===== src/rtl/mem_port_arbiter_if.sv =====
// rtl/mem_port_arbiter_if.sv - requester and RAM bus bundle for the memory port arbiter
//
// Groups the three-requester handshake and the single-port RAM signals.
//   req       [2:0]      per-requester access request (level, held until ack)
//   we_in     [2:0]      per-requester write enable
//   addr_in   [3*AW-1:0] packed addresses, requester i at [i*AW +: AW]
//   wdata_in  [3*DW-1:0] packed write data, requester i at [i*DW +: DW]
//   ack       [2:0]      one-hot, one-cycle completion pulse
//   rdata     [DW-1:0]   read data, valid while ack is high
//   grant     [2:0]      one-hot owner of the access in flight
//   busy                 access in flight
//   mem_en, mem_we, mem_addr, mem_wdata  RAM command
//   mem_rdata            RAM read data, valid one cycle after mem_en
// slave  = arbiter side, master = requesters plus RAM side.

interface mem_port_arbiter_if #(
  parameter int AW = 8,
  parameter int DW = 8
);
  logic [2:0]      req;
  logic [2:0]      we_in;
  logic [3*AW-1:0] addr_in;
  logic [3*DW-1:0] wdata_in;
  logic [2:0]      ack;
  logic [DW-1:0]   rdata;
  logic [2:0]      grant;
  logic            busy;
  logic            mem_en;
  logic            mem_we;
  logic [AW-1:0]   mem_addr;
  logic [DW-1:0]   mem_wdata;
  logic [DW-1:0]   mem_rdata;

  modport slave (
    input  req, we_in, addr_in, wdata_in, mem_rdata,
    output ack, rdata, grant, busy, mem_en, mem_we, mem_addr, mem_wdata
  );

  modport master (
    output req, we_in, addr_in, wdata_in, mem_rdata,
    input  ack, rdata, grant, busy, mem_en, mem_we, mem_addr, mem_wdata
  );
endinterface


===== src/rtl/mem_port_arbiter.sv =====
// rtl/mem_port_arbiter.sv - round-robin arbiter and access sequencer for a single-port RAM
//
// Three requesters (0 = fetch, 1 = load/store, 2 = host/debug) share one
// synchronous RAM. Each access takes three cycles: IDLE (arbitrate and latch
// the winner's command), ACCESS (mem_en high), RESP (ack pulse, read data).
//   clk   system clock, rising edge
//   rst   asynchronous active-high reset, aborts any access in flight
//   bus   mem_port_arbiter_if.slave: requester handshake and RAM command/data

module mem_port_arbiter #(
  parameter int AW = 8,
  parameter int DW = 8
) (
  input logic               clk,
  input logic               rst,
  mem_port_arbiter_if.slave bus
);

  typedef enum logic [1:0] {
    IDLE   = 2'd0,
    ACCESS = 2'd1,
    RESP   = 2'd2
  } state_t;

  state_t     state;
  logic [1:0] rr_ptr;   // index of the requester served last
  logic [1:0] win_q;    // index of the requester owning the current access
  logic [1:0] win;
  logic       win_vld;

  function automatic logic [2:0] onehot3(input logic [1:0] idx);
    onehot3 = 3'b001 << idx;
  endfunction

  // Search starts just after the last served requester, so the one served
  // last is considered only when nobody else is asking.
  always_comb begin
    win = 2'd0;
    case (rr_ptr)
      2'd0: begin
        if (bus.req[1])      win = 2'd1;
        else if (bus.req[2]) win = 2'd2;
        else                 win = 2'd0;
      end
      2'd1: begin
        if (bus.req[2])      win = 2'd2;
        else if (bus.req[0]) win = 2'd0;
        else                 win = 2'd1;
      end
      default: begin
        if (bus.req[0])      win = 2'd0;
        else if (bus.req[1]) win = 2'd1;
        else                 win = 2'd2;
      end
    endcase
  end

  assign win_vld = |bus.req;

  always_ff @(posedge clk or posedge rst) begin
    if (rst) begin
      state         <= IDLE;
      rr_ptr        <= 2'd2;
      win_q         <= 2'd0;
      bus.ack       <= 3'b000;
      bus.grant     <= 3'b000;
      bus.busy      <= 1'b0;
      bus.mem_en    <= 1'b0;
      bus.mem_we    <= 1'b0;
      bus.mem_addr  <= '0;
      bus.mem_wdata <= '0;
    end else begin
      case (state)
        IDLE: begin
          bus.ack <= 3'b000;
          if (win_vld) begin
            // The command is captured here; requester fields are ignored
            // for the rest of the access.
            bus.grant     <= onehot3(win);
            win_q         <= win;
            bus.mem_addr  <= bus.addr_in[win*AW +: AW];
            bus.mem_wdata <= bus.wdata_in[win*DW +: DW];
            bus.mem_we    <= bus.we_in[win];
            bus.mem_en    <= 1'b1;
            bus.busy      <= 1'b1;
            state         <= ACCESS;
          end else begin
            bus.grant  <= 3'b000;
            bus.mem_en <= 1'b0;
            bus.mem_we <= 1'b0;
            bus.busy   <= 1'b0;
          end
        end
        ACCESS: begin
          bus.mem_en <= 1'b0;
          bus.mem_we <= 1'b0;
          bus.ack    <= onehot3(win_q);
          state      <= RESP;
        end
        RESP: begin
          bus.ack   <= 3'b000;
          bus.grant <= 3'b000;
          bus.busy  <= 1'b0;
          rr_ptr    <= win_q;
          state     <= IDLE;
        end
        default: begin
          state <= IDLE;
        end
      endcase
    end
  end

  // The RAM output register already holds the read result during RESP, so
  // it is steered straight through rather than delayed another cycle.
  assign bus.rdata = (state == RESP) ? bus.mem_rdata : {DW{1'b0}};

endmodule


===== src/flat_wrapper.sv =====
// flat-port wrapper written by rule: the top's interface ports become plain ports
module mem_port_arbiter_flat 
#(
  parameter int AW = 8,
  parameter int DW = 8
)
  (clk, rst, bus_req, bus_we_in, bus_addr_in, bus_wdata_in, bus_mem_rdata, bus_ack, bus_rdata, bus_grant, bus_busy, bus_mem_en, bus_mem_we, bus_mem_addr, bus_mem_wdata);
  mem_port_arbiter_if #(.AW(AW), .DW(DW)) bus_i ();
  input logic clk;
  input logic rst;
  input wire logic [$bits(bus_i.req)-1:0] bus_req;
  input wire logic [$bits(bus_i.we_in)-1:0] bus_we_in;
  input wire logic [$bits(bus_i.addr_in)-1:0] bus_addr_in;
  input wire logic [$bits(bus_i.wdata_in)-1:0] bus_wdata_in;
  input wire logic [$bits(bus_i.mem_rdata)-1:0] bus_mem_rdata;
  output wire logic [$bits(bus_i.ack)-1:0] bus_ack;
  output wire logic [$bits(bus_i.rdata)-1:0] bus_rdata;
  output wire logic [$bits(bus_i.grant)-1:0] bus_grant;
  output wire logic [$bits(bus_i.busy)-1:0] bus_busy;
  output wire logic [$bits(bus_i.mem_en)-1:0] bus_mem_en;
  output wire logic [$bits(bus_i.mem_we)-1:0] bus_mem_we;
  output wire logic [$bits(bus_i.mem_addr)-1:0] bus_mem_addr;
  output wire logic [$bits(bus_i.mem_wdata)-1:0] bus_mem_wdata;
  assign bus_i.req = bus_req;
  assign bus_i.we_in = bus_we_in;
  assign bus_i.addr_in = bus_addr_in;
  assign bus_i.wdata_in = bus_wdata_in;
  assign bus_i.mem_rdata = bus_mem_rdata;
  assign bus_ack = bus_i.ack;
  assign bus_rdata = bus_i.rdata;
  assign bus_grant = bus_i.grant;
  assign bus_busy = bus_i.busy;
  assign bus_mem_en = bus_i.mem_en;
  assign bus_mem_we = bus_i.mem_we;
  assign bus_mem_addr = bus_i.mem_addr;
  assign bus_mem_wdata = bus_i.mem_wdata;
  mem_port_arbiter #(.AW(AW), .DW(DW)) u_core (.clk(clk), .rst(rst), .bus(bus_i));
endmodule

===== config.mk =====
export PLATFORM = sky130hd
export DESIGN_NAME = mem_port_arbiter_flat
export DESIGN_NICKNAME = d
export VERILOG_FILES = /design/src/rtl/mem_port_arbiter_if.sv /design/src/rtl/mem_port_arbiter.sv /design/src/flat_wrapper.sv
export SDC_FILE = /design/constraint.sdc
export NUM_CORES = 1
export LEC_CHECK = 0
export CORE_ASPECT_RATIO = 0.6
export CORE_MARGIN = 10
export CORE_UTILIZATION = 34
export CTS_CLUSTER_SIZE = 28
export DETAILED_ROUTE_END_ITERATION = 8
export PLACE_DENSITY_LB_ADDON = 0.05
export SLEW_MARGIN = 10
export SYNTH_ARGS = -nofsm -noshare
export SYNTH_HDL_FRONTEND = slang
export SYNTH_SLANG_ARGS = --single-unit
export TNS_END_PERCENT = 1

===== constraint.sdc =====
create_clock -name clk -period 1.5 [get_ports clk]
set_clock_uncertainty 0.05 [all_clocks]
set_input_delay 0.375 -clock clk [delete_from_list [all_inputs] [get_ports clk]]
set_output_delay 0.375 -clock clk [all_outputs]
set_load 0.02 [all_outputs]

# Word level (Yosys, flattened, before mapping)
# Cells that the tools add are included.
totals:
  regBits: 31
  input_bits: 64
op_classes:
  n_lt_le_gt_ge: 1
  eq_ne: 4
  shift: 4
  muxes: 20
  reduce_logical: 8
op_table:
  columns: ["cell", "n"]
  rows:
  - ["variable part select 24 x 6 -> 8 bit", 2]
  - ["2-to-1 mux 2 bit", 6]
  - ["case mux 3 bit (2 select lines)", 2]
  - ["2-to-1 mux 8 bit", 1]
  - ["case mux 2 bit (2 select lines)", 2]
  - ["case mux 1 bit (2 select lines)", 3]
  - ["nonzero test 2 bit", 3]
  - ["<< shifter 1 x 2 -> 3 bit, first input constant", 2]
  - ["== test 2 x 1 -> 1 bit, second input constant", 2]
  - ["zero test 2 bit", 2]
  - ["2-to-1 mux 1 bit", 4]
  - ["< comparator 2 x 3 -> 1 bit, second input constant", 1]
  - ["2-to-1 mux 3 bit", 1]
  - ["OR reduction 3 bit", 1]
  - ["binary-select mux 1 bit (select 2 bit)", 1]
  - ["== test 2 bit, second input constant", 1]
  - ["!= test 2 x 1 -> 1 bit, second input constant", 1]
  - ["AND reduction 2 bit", 1]
  - ["OR reduction 2 bit", 1]

# Depth between registers and ports, before layout
logic_depth:
  word_depth: 7
  mapped_depth: 6

# Worst setup path after synthesis
# OpenSTA, ideal clock, no wires.
synth_path:
  path_type: "register to output"
  start: "register u_core.state[1]"
  end: "output port bus_rdata[0]"
  arrival_time_ns: 1.107
  t_required_ns: 1.075
  slack_ns: -0.032
  stages_incl_launch_ff: 5
  n_path_buf: 2
  path_cell_list: "dfrtp_1 buf_2 nor2b_1 clkbuf_1 and2_1"
synth_via:
  elab_chain_cells: 2
synth_lines:
  columns: ["item", "line_no", "source"]
  rows:
  - ["start: declaration", "mem_port_arbiter.sv:25", "state_t state;"]
  - ["start signal: assignment", "mem_port_arbiter.sv:62", "state <= IDLE;"]
  - ["start signal: assignment", "mem_port_arbiter.sv:86", "state <= ACCESS;"]
  - ["start signal: assignment", "mem_port_arbiter.sv:98", "state <= RESP;"]
  - ["== test 2 bit", "mem_port_arbiter.sv:116", "assign bus.rdata = (state == RESP) ? bus.mem_rdata : {DW{1'b0}};"]
  - ["2-to-1 mux 8 bit", "mem_port_arbiter.sv:116", null]
  - ["end: declaration", "flat_wrapper.sv:17", "output wire logic [$bits(bus_i.rdata)-1:0] bus_rdata;"]
# Every way passes these cells.

# Worst setup path in the final report
layout_path:
  start: "input port bus_req[0]"
  end: "register u_core.bus.mem_wdata[5]"
layout_via:
  elab_chain_cells: 4
  word_cells_on_any_way: 7
  classes_between: "shift (1); mux (4); reduce/logical (2)"
layout_lines:
  columns: ["item", "line_no", "source"]
  rows:
  - ["start: declaration", "flat_wrapper.sv:11", "input wire logic [$bits(bus_i.req)-1:0] bus_req;"]
  - ["2-to-1 mux 1 bit", "mem_port_arbiter.sv:47", "else if (bus.req[0]) win = 2'd0;"]
  - ["2-to-1 mux 2 bit", "mem_port_arbiter.sv:46", "if (bus.req[2]) win = 2'd2;"]
  - ["case mux 2 bit (2 select lines)", "mem_port_arbiter.sv:39", "case (rr_ptr)"]
  - ["variable part select 24 x 6 -> 8 bit", "mem_port_arbiter.sv:82", "bus.mem_wdata <= bus.wdata_in[win*DW +: DW];"]
  - ["end signal: assignment", "mem_port_arbiter.sv:82", null]
  - ["end: declaration", "mem_port_arbiter_if.sv:36", "output ack, rdata, grant, busy, mem_en, mem_we, mem_addr, mem_wdata"]
# Several ways; a longest one is shown, not always the timed one.
# A chain may end at the register's enable or synchronous reset.

==> metrics.cfg <==
[clock_tree]
clkLatencyLatePin_ps=270
clock-sinks=31
cts_tree=built
cts_buffers=5
clock_tree.buffer_depth=2
cts_hold_repair.buffers=0
cts.clk_slew.worst_paths_ps=70
root_buffer=clkbuf_8
h-tree-depth=2

[yosys]
ys_seq_elements=31
synthCells=169
ys.flop_type=dfrtp_1
yosys.area.top_type=dfrtp_1
synthTopCellsByArea=dfrtp_1 (46%), mux2i_1 (5.6%), a21oi_1 (5.3%)
synth.most_common_cell=dfrtp_1
synth.distinct_cells=35
synthTopCellsByCount=dfrtp_1 (30), a21oi_1 (17), nor2_1 (16)
syn_area_per_cell_um2=9.565
yosysWarnings=0
synth_fp_nets=233
synthesis.area_um2=1617
synth_top_area_share_pct=46.44
ys_seq_area_share_pct=48.07
async_reset_ff_share_pct=100.0
synth_edf_count=0

[detailed_routing]
first_pass_iters=4
vias=1658
vias_per_cell=4.806
drcViolationCount=0
wl_per_cell_um=16.18
postRouteAntennaNets=0
wl_um=5583
drt_iter0_drc=25

[power_and_ir_drop]
cellPowerDensity_nw_per_um2=1922
peakVddDrop_mv=0.7853
power.leakage_uw=0.001306

[global_route]
overflow=0
grt_use_total_pct=13.94
grt_first_pass_wirelength_um=8845
grt_max_degree=22
antenna_found_initial=0
grt_pass1_vias=1797

[cells_and_area]
areaGrowthSynthToFinish_pct=79.49
utilization_pct=63.24
n_fill_cell=404
nets=345
instances_no_fill=345
final_area_um2=2902
n_antenna_cell=0
drive_gt1_share_pct=21.99

[floorplanning]
core-area_um2=4588
die_x_um=109.0
fp.dieH_um=73.41
ios=97
row_count=19
die_area_um2=8003
initial_utilization_pct=35.23

[min_path]
hold_class=in -> async

[timing]
slew-limit-headroom_pct=77.56
fin_ws_ps=-153.8
maxSlewViolCount=0
setup_tns_ps=-2303
finalCriticalPeriod_ps=1654
max_clock_freq_ghz=0.6047
finalSetupViolations=28
worst_slew_pin_slew_ps=335.2
post-route-period-util_pct=110.3
rsz0062_at_grt=true
holdWs_ps=354.5
hold_viol=0

[setup_path]
cp-end-kind=flop
path_cells=dlygate4sd2_1 > and3b_2 > nor3_4 > clkbuf_16 > mux2i_1 > o22ai_1
criticalPathCategory=in -> reg
slowest_delay_ps=310
start_kind=primary input
slowest_stage=dlygate4sd2_1
worstPathMaxFanout=6
cp.required_ps=1610
arrival_ps=1770

[placed_design]
dp.cells=336
portBuffers=96
place.gp.congestion=0.7813
hpwl_um=4320
place_area_um2=2740

[job]
drv_cap=0

[outcome]
outcome=finished, violations left
violations=setup timing

-- logic make-up (layout without fill, tap and decap cells) --
logic type	Yosys count	count (layout)	synth area share, %
and+or+nand+nor	59	59	19.51
muxes	11	11	6.966
AOI/OAI and AO/OA	53	53	19.27
buffers and inverters	15	128	6.192
DFF	31	31	48.07
-- worst max-delay path, delay by kind of cell --
| kind | cells | cell delay [ps] |
|---|---|---|
| and+or+nand+nor | 2 | 570 |
| AOI/OAI and AO/OA | 1 | 100 |
| muxes | 1 | 180 |
| buffers and inverters | 2 | 530 |
-- power breakdown --
part | internal (µW) | total, µW | switching [µW]
Sequential | 1270 | 1530 | 259
Combinational | 1550 | 3320 | 1770
Clock | 419 | 726 | 308
-- final timing paths --
path | startpoint | to | slack (ps) | cells after the start
setup / recovery | bus_req[0] | u_core.bus.mem_wdata[5] | -150 | 6
hold / removal | rst | u_core.bus.busy | 350 | 3
setup reg to reg | u_core.rr_ptr[1] | u_core.bus.mem_wdata[5] | -150 | 5
hold reg to reg | u_core.bus.busy | u_core.bus.busy | 430 | 2
max in group asynchronous | rst | u_core.bus.mem_we | 780 | 3
min in group clk | u_core.bus.busy | u_core.bus.busy | 430 | 2
-- metrics by stage --
stage | setup WS, ps | total power, µW
3_5_place_dp | -568.6 | 4906
5_1_grt | -192.2 | 6009
3_3_place_gp | -556.3 | 4882
2_1_floorplan | -16.17 | 3457
4_1_cts | -210.2 | 5439
6_report | -153.8 | 5577
-- area by class of cell --
class	instances	area, µm²	area share [%]
repair buffers	117	1120	38.59
clock buffers	8	100.1	3.450
flip-flops and latches	31	777.0	26.78
well taps	63	78.83	2.717
inverters	3	15.01	0.5175
multi-input cells	123	810.8	27.94
-- placed cells by master (no fill, tap or decap), types with 2 or more instances in the layout --
master,instances
a21oi_1,15
a21oi_2,2
a31oi_1,7
and2_2,8
buf_4,20
buf_6,7
clkbuf_8,7
clkdlybuf4s50_1,60
dfrtp_1,30
dlygate4sd2_1,28
inv_1,2
mux2_2,2
mux2i_1,9
nand2_1,15
nor2_1,16
nor2b_1,6
nor3b_2,2
o21a_1,2
o21ai_0,10
o21ai_1,2
o22ai_1,8
or3_4,2
-- routing by layer --
metal	GRT usage, %	vias up	routed length (µm)
met5	0	-	0
li1	-	821	-
met1	16.57	784	2391
met2	21.67	49	2661
met4	4.221	0	43
met3	6.987	4	487
-- state kept, by name, summed over array words and instances, names as in the netlist --
| signal | count |
|---|---|
| u_core.bus.grant | 3 |
| u_core.rr_ptr | 2 |
| u_core.bus.ack | 3 |
| u_core.bus.mem_en | 1 |
| u_core.win_q | 2 |
| u_core.bus.mem_addr | 8 |
| u_core.state | 2 |
| u_core.bus.busy | 1 |
| u_core.bus.mem_we | 1 |
| u_core.bus.mem_wdata | 8 |
-- timing repair --
action | CTS | global route
gates resized for setup | 77 | 13
setup endpoints to repair | 56 | 30
pin swaps | 1 | 3
buffers inserted | 0 | 2
cloned | 0 | 1
(Power assumes the default switching activity.)
